==> config.mk <==
export PLATFORM = sky130hd
export DESIGN_NAME = aurora_link_sequencer
export DESIGN_NICKNAME = d
export VERILOG_FILES = /design/src/rtl/aurora_link_sequencer_pkg.sv /design/src/rtl/aurora_link_sequencer_bit_sync.sv /design/src/rtl/aurora_link_sequencer.sv
export SDC_FILE = /design/constraint.sdc
export NUM_CORES = 1
export LEC_CHECK = 0
export ABC_AREA = 1
export CAP_MARGIN = 20
export CORE_MARGIN = 4
export CORE_UTILIZATION = 40
export DETAILED_ROUTE_END_ITERATION = 8
export GPL_ROUTABILITY_DRIVEN = 0
export GPL_TIMING_DRIVEN = 0
export PLACE_DENSITY_LB_ADDON = 0.2
export SLEW_MARGIN = 15
export SYNTH_ARGS = -nofsm -noshare
export SYNTH_HDL_FRONTEND = slang
export SYNTH_HIERARCHICAL = 1
export SYNTH_SLANG_ARGS = --single-unit
==> constraint.sdc <==
create_clock -name sysClk -period 2 [get_ports sysClk]
set_input_delay 0.4 -clock sysClk [delete_from_list [all_inputs] [get_ports sysClk]]
set_output_delay 0.4 -clock sysClk [all_outputs]
set_load 0.05 [all_outputs]
==> src/rtl/aurora_link_sequencer_pkg.sv <==
// Shared state encodings and output vectors for the Aurora link sequencer.
// CSR decode and the testbench read the same constants from here.
package auroraSeqPkg;

    typedef enum logic [2:0] {
        ST_OFF     = 3'd0,
        ST_RESET   = 3'd1,
        ST_PMA     = 3'd2,
        ST_RELEASE = 3'd3,
        ST_WAIT    = 3'd4,
        ST_UP      = 3'd5,
        ST_FAULT   = 3'd6
    } seq_state_e;

    typedef struct packed {
        logic power_down;
        logic mgt_reset;
        logic pma_init;
        logic link_up;
        logic fault;
    } seq_out_t;

    localparam seq_out_t OFF_OUTPUTS = '{
        power_down: 1'b1,
        mgt_reset:  1'b1,
        pma_init:   1'b1,
        link_up:    1'b0,
        fault:      1'b0
    };

    function automatic seq_out_t outputs_for(input seq_state_e st);
        seq_out_t o;
        o = '0;
        case (st)
            ST_OFF:     o = OFF_OUTPUTS;
            ST_RESET:   o.mgt_reset = 1'b1;
            ST_PMA: begin
                o.mgt_reset = 1'b1;
                o.pma_init  = 1'b1;
            end
            ST_RELEASE: o.mgt_reset = 1'b1;
            ST_WAIT:    o = '0;
            ST_UP:      o.link_up = 1'b1;
            ST_FAULT: begin
                o.mgt_reset = 1'b1;
                o.pma_init  = 1'b1;
                o.fault     = 1'b1;
            end
            default:    o = OFF_OUTPUTS;
        endcase
        return o;
    endfunction

endpackage

==> src/rtl/aurora_link_sequencer_bit_sync.sv <==
// Two-flop synchronizer for a single asynchronous status bit.
module bitSync (
    input  logic clk,
    input  logic rst_n,
    input  logic async_bit,
    output logic sync_bit
);

    (* ASYNC_REG = "TRUE" *) logic meta;
    (* ASYNC_REG = "TRUE" *) logic sync_q;

    always_ff @(posedge clk or negedge rst_n) begin
        if (!rst_n) begin
            meta   <= 1'b0;
            sync_q <= 1'b0;
        end else begin
            meta   <= async_bit;
            sync_q <= meta;
        end
    end

    assign sync_bit = sync_q;

endmodule

==> src/rtl/aurora_link_sequencer.sv <==
// Aurora transceiver bring-up sequencer: power-down, reset_pb / pma_init
// sequencing, channel-up timeout with bounded retries, and link-drop recovery.
module aurora_link_sequencer
    import auroraSeqPkg::*;
#(
    parameter int RESET_HOLD_CYCLES  = 128,
    parameter int PMA_INIT_CYCLES    = 1024,
    parameter int CHANNEL_UP_TIMEOUT = 16777215,
    parameter int MAX_RETRIES        = 8
) (
    input  logic        sysClk,
    input  logic        sysReset_n,
    input  logic        enable,
    input  logic        retryClear,
    input  logic        channelUp,
    input  logic        laneUp,
    input  logic        hardErr,
    input  logic        gtPllLock,
    output logic        mgtReset,
    output logic        mgtPmaInit,
    output logic        mgtPowerDown,
    output logic        linkUp,
    output logic        fault,
    output logic        laneUpSync,
    output logic [2:0]  state,
    output logic [3:0]  retryCount,
    output logic [15:0] dropCount
);

    localparam int MAX_A    = (RESET_HOLD_CYCLES > PMA_INIT_CYCLES) ? RESET_HOLD_CYCLES : PMA_INIT_CYCLES;
    localparam int MAX_HOLD = (MAX_A > CHANNEL_UP_TIMEOUT) ? MAX_A : CHANNEL_UP_TIMEOUT;
    localparam int TIMER_W  = (MAX_HOLD > 1) ? $clog2(MAX_HOLD) : 1;

    // Loads are N-1 so a hold of exactly 2^k cycles still fits in clog2 bits.
    localparam logic [TIMER_W-1:0] LOAD_RESET = TIMER_W'(RESET_HOLD_CYCLES - 1);
    localparam logic [TIMER_W-1:0] LOAD_PMA   = TIMER_W'(PMA_INIT_CYCLES - 1);
    localparam logic [TIMER_W-1:0] LOAD_WAIT  = TIMER_W'(CHANNEL_UP_TIMEOUT - 1);
    localparam logic [3:0]         RETRY_LIMIT = 4'(MAX_RETRIES);

    logic channel_up_s;
    logic lane_up_s;
    logic hard_err_s;
    logic pll_lock_s;

    seq_state_e         cur_state;
    seq_state_e         next_state;
    logic [TIMER_W-1:0] timer;
    logic [TIMER_W-1:0] timer_next;
    logic [3:0]         retry_cnt;
    logic [3:0]         retry_next;
    logic [15:0]        drop_cnt;
    logic [15:0]        drop_next;
    seq_out_t           out_q;
    seq_out_t           out_next;

    bitSync sync_channel_up (.clk(sysClk), .rst_n(sysReset_n), .async_bit(channelUp), .sync_bit(channel_up_s));
    bitSync sync_lane_up    (.clk(sysClk), .rst_n(sysReset_n), .async_bit(laneUp),    .sync_bit(lane_up_s));
    bitSync sync_hard_err   (.clk(sysClk), .rst_n(sysReset_n), .async_bit(hardErr),   .sync_bit(hard_err_s));
    bitSync sync_pll_lock   (.clk(sysClk), .rst_n(sysReset_n), .async_bit(gtPllLock), .sync_bit(pll_lock_s));

    always_ff @(posedge sysClk or negedge sysReset_n) begin
        if (!sysReset_n) begin
            cur_state <= ST_OFF;
            timer     <= '0;
            retry_cnt <= '0;
            drop_cnt  <= '0;
            out_q     <= OFF_OUTPUTS;
        end else begin
            cur_state <= next_state;
            timer     <= timer_next;
            retry_cnt <= retry_next;
            drop_cnt  <= drop_next;
            out_q     <= out_next;
        end
    end

    always_comb begin
        next_state = cur_state;
        timer_next = (timer == '0) ? timer : timer - TIMER_W'(1);
        retry_next = retry_cnt;
        drop_next  = drop_cnt;
        if (!enable) begin
            next_state = ST_OFF;
            retry_next = '0;
        end else begin
            case (cur_state)
                ST_OFF:     next_state = ST_RESET;
                ST_RESET:   if (timer == '0) next_state = ST_PMA;
                ST_PMA:     if (timer == '0) next_state = ST_RELEASE;
                ST_RELEASE: if (timer == '0 && pll_lock_s) next_state = ST_WAIT;
                ST_WAIT: begin
                    // channel-up is tested first so it wins a tie with the timeout
                    if (channel_up_s) begin
                        next_state = ST_UP;
                        retry_next = '0;
                    end else if (timer == '0) begin
                        retry_next = retry_cnt + 4'd1;
                        next_state = (retry_next == RETRY_LIMIT) ? ST_FAULT : ST_RESET;
                    end
                end
                ST_UP: begin
                    retry_next = '0;
                    if (!channel_up_s || hard_err_s) begin
                        if (drop_cnt != 16'hFFFF) drop_next = drop_cnt + 16'd1;
                        next_state = ST_RESET;
                    end
                end
                ST_FAULT: begin
                    if (retryClear) begin
                        retry_next = '0;
                        next_state = ST_RESET;
                    end
                end
                default: next_state = ST_OFF;
            endcase
        end
        if (next_state != cur_state) begin
            case (next_state)
                ST_RESET, ST_RELEASE: timer_next = LOAD_RESET;
                ST_PMA:               timer_next = LOAD_PMA;
                ST_WAIT:              timer_next = LOAD_WAIT;
                default:              timer_next = '0;
            endcase
        end
    end

    always_comb begin
        out_next = outputs_for(next_state);
    end

    assign mgtPowerDown = out_q.power_down;
    assign mgtReset     = out_q.mgt_reset;
    assign mgtPmaInit   = out_q.pma_init;
    assign linkUp       = out_q.link_up;
    assign fault        = out_q.fault;
    assign laneUpSync   = lane_up_s;
    assign state        = cur_state;
    assign retryCount   = retry_cnt;
    assign dropCount    = drop_cnt;

endmodule

# Yosys cells after proc, flatten, opt, wreduce, memory -nomap -nowiden
# Index checks and enable logic that the tools add are counted.
[op_classes] n_addsub=3 eq_ne=19 muxes=23 reduce_logical=11
[ops] operator="24-bit one-hot mux with 3 select lines" n=1
[ops] operator="24-bit two-way mux" n=2
[ops] operator="3-bit two-way mux" n=9
[ops] operator="24-bit zero test" n=1
[ops] operator="24-bit by 1-bit subtractor with 24-bit output (second input constant)" n=1
[ops] operator="3-bit one-hot mux with 7 select lines" n=1
[ops] operator="3-bit == test (second input constant)" n=6
[ops] operator="16-bit by 1-bit adder with 16-bit output (second input constant)" n=1
[ops] operator="4-bit two-way mux" n=4
[ops] operator="16-bit inequality test (second input constant)" n=1
[ops] operator="3-bit by 2-bit == test with 1-bit output (second input constant)" n=4
[ops] operator="4-bit one-hot mux with 3 select lines" n=1
[ops] operator="3-bit by 1-bit == test with 1-bit output (second input constant)" n=2
[ops] operator="6-bit OR reduction" n=1
[ops] operator="1-bit two-way mux" n=5
[ops] operator="4-bit by 1-bit adder with 4-bit output (second input constant)" n=1
[ops] operator="4-bit == test (second input constant)" n=1
[ops] operator="4-bit by 1-bit inequality test with 1-bit output (second input constant)" n=1
[ops] operator="4-bit by 3-bit inequality test with 1-bit output (second input constant)" n=1
[ops] operator="4-bit AND reduction" n=1
[ops] operator="2-bit OR reduction" n=2
[ops] operator="4-bit OR reduction" n=1
[ops] operator="3-bit zero test" n=1
[ops] operator="3-bit inequality test" n=1
[ops] operator="other kinds (6)" n=6
[word_totals] ff_bits=60 output_inout_bits=29 wordCells=73

# Logic depth before layout (Yosys ltp)
[depth] depth_word=11 ltp_mapped=19 ltp_nobuf=19

# Cells and area by module
# Netlist, hierarchy kept.
[by_module_without_submodules] mod="aurora_link_sequencer" n_inst=1 cells_each=375 area_each_um2=3158.0 seq_area_each_um2=1305.0
[by_module_without_submodules] mod="bitSync" n_inst=4 cells_each=2 area_each_um2=50.0 seq_area_each_um2=50.0

# Least setup slack after synthesis
# No wires, ideal clock.
[synth_timing] kind="flip-flop to flip-flop" start="register cur_state[2] (netlist: state[2])" end="register drop_cnt[15] (netlist: dropCount[15])" arrival_ns=2.173 setup_slack_ns=-0.297 stages_incl_launch_ff=13 n_path_buf=0 path_cell_list="dfrtp_1 -> inv_2 -> nor2_1 -> inv_1 -> nor2_1 -> nand2_2 -> nor2_2 -> nand3_1 -> nor2_1 -> nand2_1 -> nor2_1 -> nand2_1 -> xor2_1"
[synth_between] elab_chain_len=2
[synth_lines] element="start: declaration" line_no="aurora_link_sequencer.sv:45" rtl="seq_state_e cur_state;"
[synth_lines] element="start signal: assignment" line_no="aurora_link_sequencer.sv:69" rtl="cur_state <= next_state;"
[synth_lines] element="3-bit == test" line_no="aurora_link_sequencer.sv:86" rtl="case (cur_state)"
[synth_lines] element="4-bit AND reduction (no line)"
[synth_lines] element="end signal: assignment" line_no="aurora_link_sequencer.sv:72" rtl="drop_cnt <= drop_next;"
[synth_lines] element="end: declaration" line_no="aurora_link_sequencer.sv:51" rtl="logic [15:0] drop_cnt;"
# Every way passes these cells.
# A chain may end at the register's enable or synchronous reset.

# Final worst setup path
[layout_timing] start="register timer[5]" end="register timer[12]"
[layout_between] elab_chain_len=9
[layout_lines] element="start: declaration" line_no="aurora_link_sequencer.sv:47" rtl="logic [TIMER_W-1:0] timer;"
[layout_lines] element="start signal: assignment" line_no="aurora_link_sequencer.sv:70" rtl="timer <= timer_next;"
[layout_lines] element="24-bit zero test"
[layout_lines] element="3-bit two-way mux / 1-bit logical AND (equally long branches)" line_no="aurora_link_sequencer.sv:96, aurora_link_sequencer.sv:90"
[layout_lines] element="3-bit two-way mux (on tied branches)" line_no="aurora_link_sequencer.sv:93, aurora_link_sequencer.sv:90"
[layout_lines] element="3-bit one-hot mux with 7 select lines" line_no="aurora_link_sequencer.sv:86"
[layout_lines] element="3-bit two-way mux" line_no="aurora_link_sequencer.sv:82" rtl="if (!enable) begin"
[layout_lines] element="3-bit by 1-bit == test with 1-bit output / 3-bit by 2-bit == test with 1-bit output (equally long branches)" line_no="aurora_link_sequencer.sv:118" rtl="case (next_state)"
[layout_lines] element="2-bit OR reduction" line_no="aurora_link_sequencer.sv:118"
[layout_lines] element="24-bit one-hot mux with 3 select lines" line_no="aurora_link_sequencer.sv:118"
[layout_lines] element="24-bit two-way mux" line_no="aurora_link_sequencer.sv:117" rtl="if (next_state != cur_state) begin"
# Several ways; a longest one is shown, not always the timed one. The select of a mux whose other input is x is not followed.

==> results by group <==
Run status
  – Status: finished with violations
  – Violated checks: negative setup slack

Detailed routing
  – # DRC: 0
  – WL/cell: 13.94 um
  – Post-detailed-route via-to-cell ratio: 4.967
  – Routed Antenna Nets: 0
  – Post-Route WL: 7919 um
  – Pre-Repair DR Iteration Count: 4
  – Vias: 2821
  – 1st-iter DRT viols: 98

Layout
  – Final Instance Count excl. Fillers: 568
  – # fillers: 722
  – Multi-input combinational cell area: 0.001826 sq mm
  – Antenna Cells: 0
  – FF+latch area: 0.001523 sq mm
  – Commonest cells after routing, fill and taps aside: 62 x nand2_1, 43 x dfrtp_1, 34 x nand4_1
  – Post-layout nets: 469
  – Share of cells above drive strength 1: 32.61%
  – Area growth from synthesis to layout: 35.95%
  – Final core utilization: 55.85%
  – Commonest non-fill, non-tap cell in the layout: nand2_1

Logic synthesis
  – Seq/Total Area, Yosys: 44.82%
  – Seq cells post-synth: 60
  – Synth area leader: dfrtp_1
  – Xor/xnor share of the synthesized area: 8.867%
  – Synthesized cell area: 0.003358 sq mm
  – Top cells by area, synth: dfrtp_1 42%, nand2_1 7.6%, nand4_1 6.3%
  – Compound-Gate Fraction of Synth Area: 6.893%
  – YS warnings: 6
  – Largest family of logic cells by synthesized area: simple AND/OR/NAND/NOR gates
  – Mux contribution to synthesized area: 0.3353%
  – Synth cell types: 34
  – Mapped Avg Cell Area: 8.768 sq um
  – Cells after Synth: 383
  – Synth Area in Simple Gates: 31.59%
  – Area share of the largest cell type after synthesis: 42.47%
  – Adder-Cell Fraction of Synth Area: 1.118%
  – Syn Nets: 394

Global route
  – Largest net degree at the start of global routing: 61
  – Vias in the first global route: 2785
  – Initial antenna violation count: 0
  – Overall fraction of global-route tracks in use: 17.04%
  – Total congestion overflow: 0
  – First-pass GRT wire length: 13310 um

Pwr
  – Sw Share: 38.34%
  – Gate power share: 41.1%
  – Sequential Power Share: 33.3%
  – Leakage: 2.424 nW
  – P_sw: 1.729 mW
  – Clock power frac: 25.6%
  – P_int: 2.781 mW
  – Design Power: 4.510 mW
  – Maximum VDD drop: 0.6323 mV
  – Power density over cell area: 987.8 mW/mm^2

Setup path
  – Critical Path Start Type: register
  – Worst r2r src: timer[5]$_DFFE_PN0P_
  – WP data required: 2210 ps
  – Critical path fanouts, max: 5
  – FF-to-FF path depth: 18
  – R2R Path End: timer[12]$_DFFE_PN0P_
  – Max stage delay cell, worst path: dfrtp_1
  – Crit. End Element: register
  – Worst path arrival time: 2490 ps
  – Most frequent CP cell: nand2_2
  – Crit-path max cell delay: 420 ps
  – Crit path kind: register to register
  – CP Cell Sequence: nor2_4 -> nand2_2 -> nor2_8 -> nand2_4 -> nor2_4 -> nand2_2 -> nand2_1 -> nand2_1 -> nand2_1 -> nand2_2 -> nand2_2 -> nand2_2 -> nand2_4 -> nand3_4 -> nor2_8 -> buf_6 -> buf_8 -> a21oi_2
  – R2r setup slk: -280 ps

Clock network
  – Reg clk slew, reported paths: 80 ps
  – TritonCTS clock tree: done
  – Hold_buf cts: 0
  – CTS max path bufs: 2
  – Root buffer cell: clkbuf_8
  – H-tree depth: 3
  – Total CTS buffers: 9
  – Worst skew pair latency: 350 ps
  – Sink Count: 60

Floorplan
  – Row count: 33
  – Io pins: 37
  – Core area: 0.008175 sq mm
  – Die area: 0.009925 sq mm
  – Die width: 99.63 um
  – Starting density of the core: 41.08%
  – Die Ht: 99.63 um

Timing
  – Maximum clock frequency: 0.4394 GHz
  – # setup viols final: 24
  – Worst Max-Slew Pin Slew: 537.6 ps
  – Final Cycle Share: 113.8%
  – RSZ-0062 raised after global routing: yes
  – Minimum clock period: 2276 ps
  – Final Slew Violations: 0
  – Post-route worst setup slack: -276.0 ps
  – Final Hold Fails: 0
  – Slew margin rel.: 64.05%
  – Max Clock Skew: 17.64 ps

Placed design
  – PortBufs: 36
  – DP Worst Slack: -457.5 ps
  – Cell count after placement: 525
  – DP HPWL: 5289 um

Job
  – Max_cap viols: 0

Hold path
  – Worst Hold Class: input port to async pin
## metal layers
layer,GRT usage (%),routed length (um),vias up
met3,6.311,360,7
li1,-,-,1416
met4,3.992,68,0
met2,27.22,3901,45
met5,0,0,-
met1,22.05,3589,1353
## per-stage QoR
stage	instance area (sq um)	hold slack (ps)	setup TNS [ps]
2_1_floorplan	3408	104.4	-2705
3_3_place_gp	3900	333.1	-98800
3_5_place_dp	3925	337.2	-11200
4_1_cts	4407	32.91	-6191
5_1_grt	4566	37.15	-9199
6_report	4566	24.23	-5206
## critical path, delay by kind of cell, from the launching register on
family,cells,cell delay [ps]
and+or+nand+nor,15,1470
DFF,1,420
buffers and inverters,2,220
AOI/OAI and AO/OA,1,30
## power by group through the flow
stage	Sequential (mW)	Clock (mW)	Combinational, mW
after floorplan	1.55	0	1.15
after global placement	1.51	0	1.49
after detailed placement	1.51	0	1.51
after CTS	1.49	1.19	1.74
after global routing	1.52	1.26	2.04
final	1.50	1.15	1.86
## area by class of cell
class	instances	share of cell area, %
buffer	10	2.110
clock buffer	11	3.316
clock inverter	5	1.315
inverter	38	3.124
multi-input combinational	275	39.98
sequential	60	33.35
tap	105	2.877
timing repair buffer	64	13.92
## registers in the layout, indices dropped and copies added (netlist names), 3 cells and up
signal	cells
state	3
dropCount	16
timer	24
retryCount	4
## kinds of logic (layout without fill, tap and decap cells)
family,after synthesis,after routing
buffers and inverters,48,128
flip-flops,60,60
AND/OR/NAND/NOR,200,200
multiplexers,1,1
XOR/XNOR,34,34
adder cells (fa/ha/maj),3,3
AO/OA/AOI/OAI,37,37
## synthesized netlist by cell type
library cell and count:
nand4_1 34, nor4_1 2, o41ai_1 2, a21oi_2 10, nor2_4 4, nand2_1 68
nor2_8 2, buf_6 1, or2_2 2, ha_1 3, nand3_2 1, nand2_2 12
inv_1 34, nand2_4 4, a31oi_1 1, inv_2 4, or3_1 1, nand3_1 19
buf_2 6, xnor2_1 13, nor3_1 4, o21ai_0 7, nor2_1 37, dfrtp_1 57
nand3_4 2, o21ai_1 1, mux2_2 1, nor2_2 6, nor3_2 2, a21oi_1 16
buf_8 1, buf_4 2, dfstp_2 3, xor2_1 21
## how the worst max path moves through the flow
stage                     startpoint                         to  cells past startpoint  slack, ps
2_1_floorplan   timer[1]$_DFFE_PN0P_      timer[17]$_DFFE_PN0P_                     16       -130
3_3_place_gp              sysReset_n   dropCount[7]$_DFFE_PN0P_                      1      -1690
3_5_place_dp                  enable  dropCount[15]$_DFFE_PN0P_                     11       -460
4_1_cts         timer[0]$_DFFE_PN0P_      timer[10]$_DFFE_PN0P_                     19       -300
5_1_grt        timer[13]$_DFFE_PN0P_      timer[12]$_DFFE_PN0P_                     18       -430
6_report        timer[5]$_DFFE_PN0P_      timer[12]$_DFFE_PN0P_                     18       -280
## repair_timing
item | in CTS | in global routing
pin swaps | 13 | 4
resized for setup | 36 | 32
endpoints found under the setup margin | 40 | 43
setup buffers | 19 | 8
cloned | 1 | 0
Note: power is estimated with default switching activity, not from simulation.
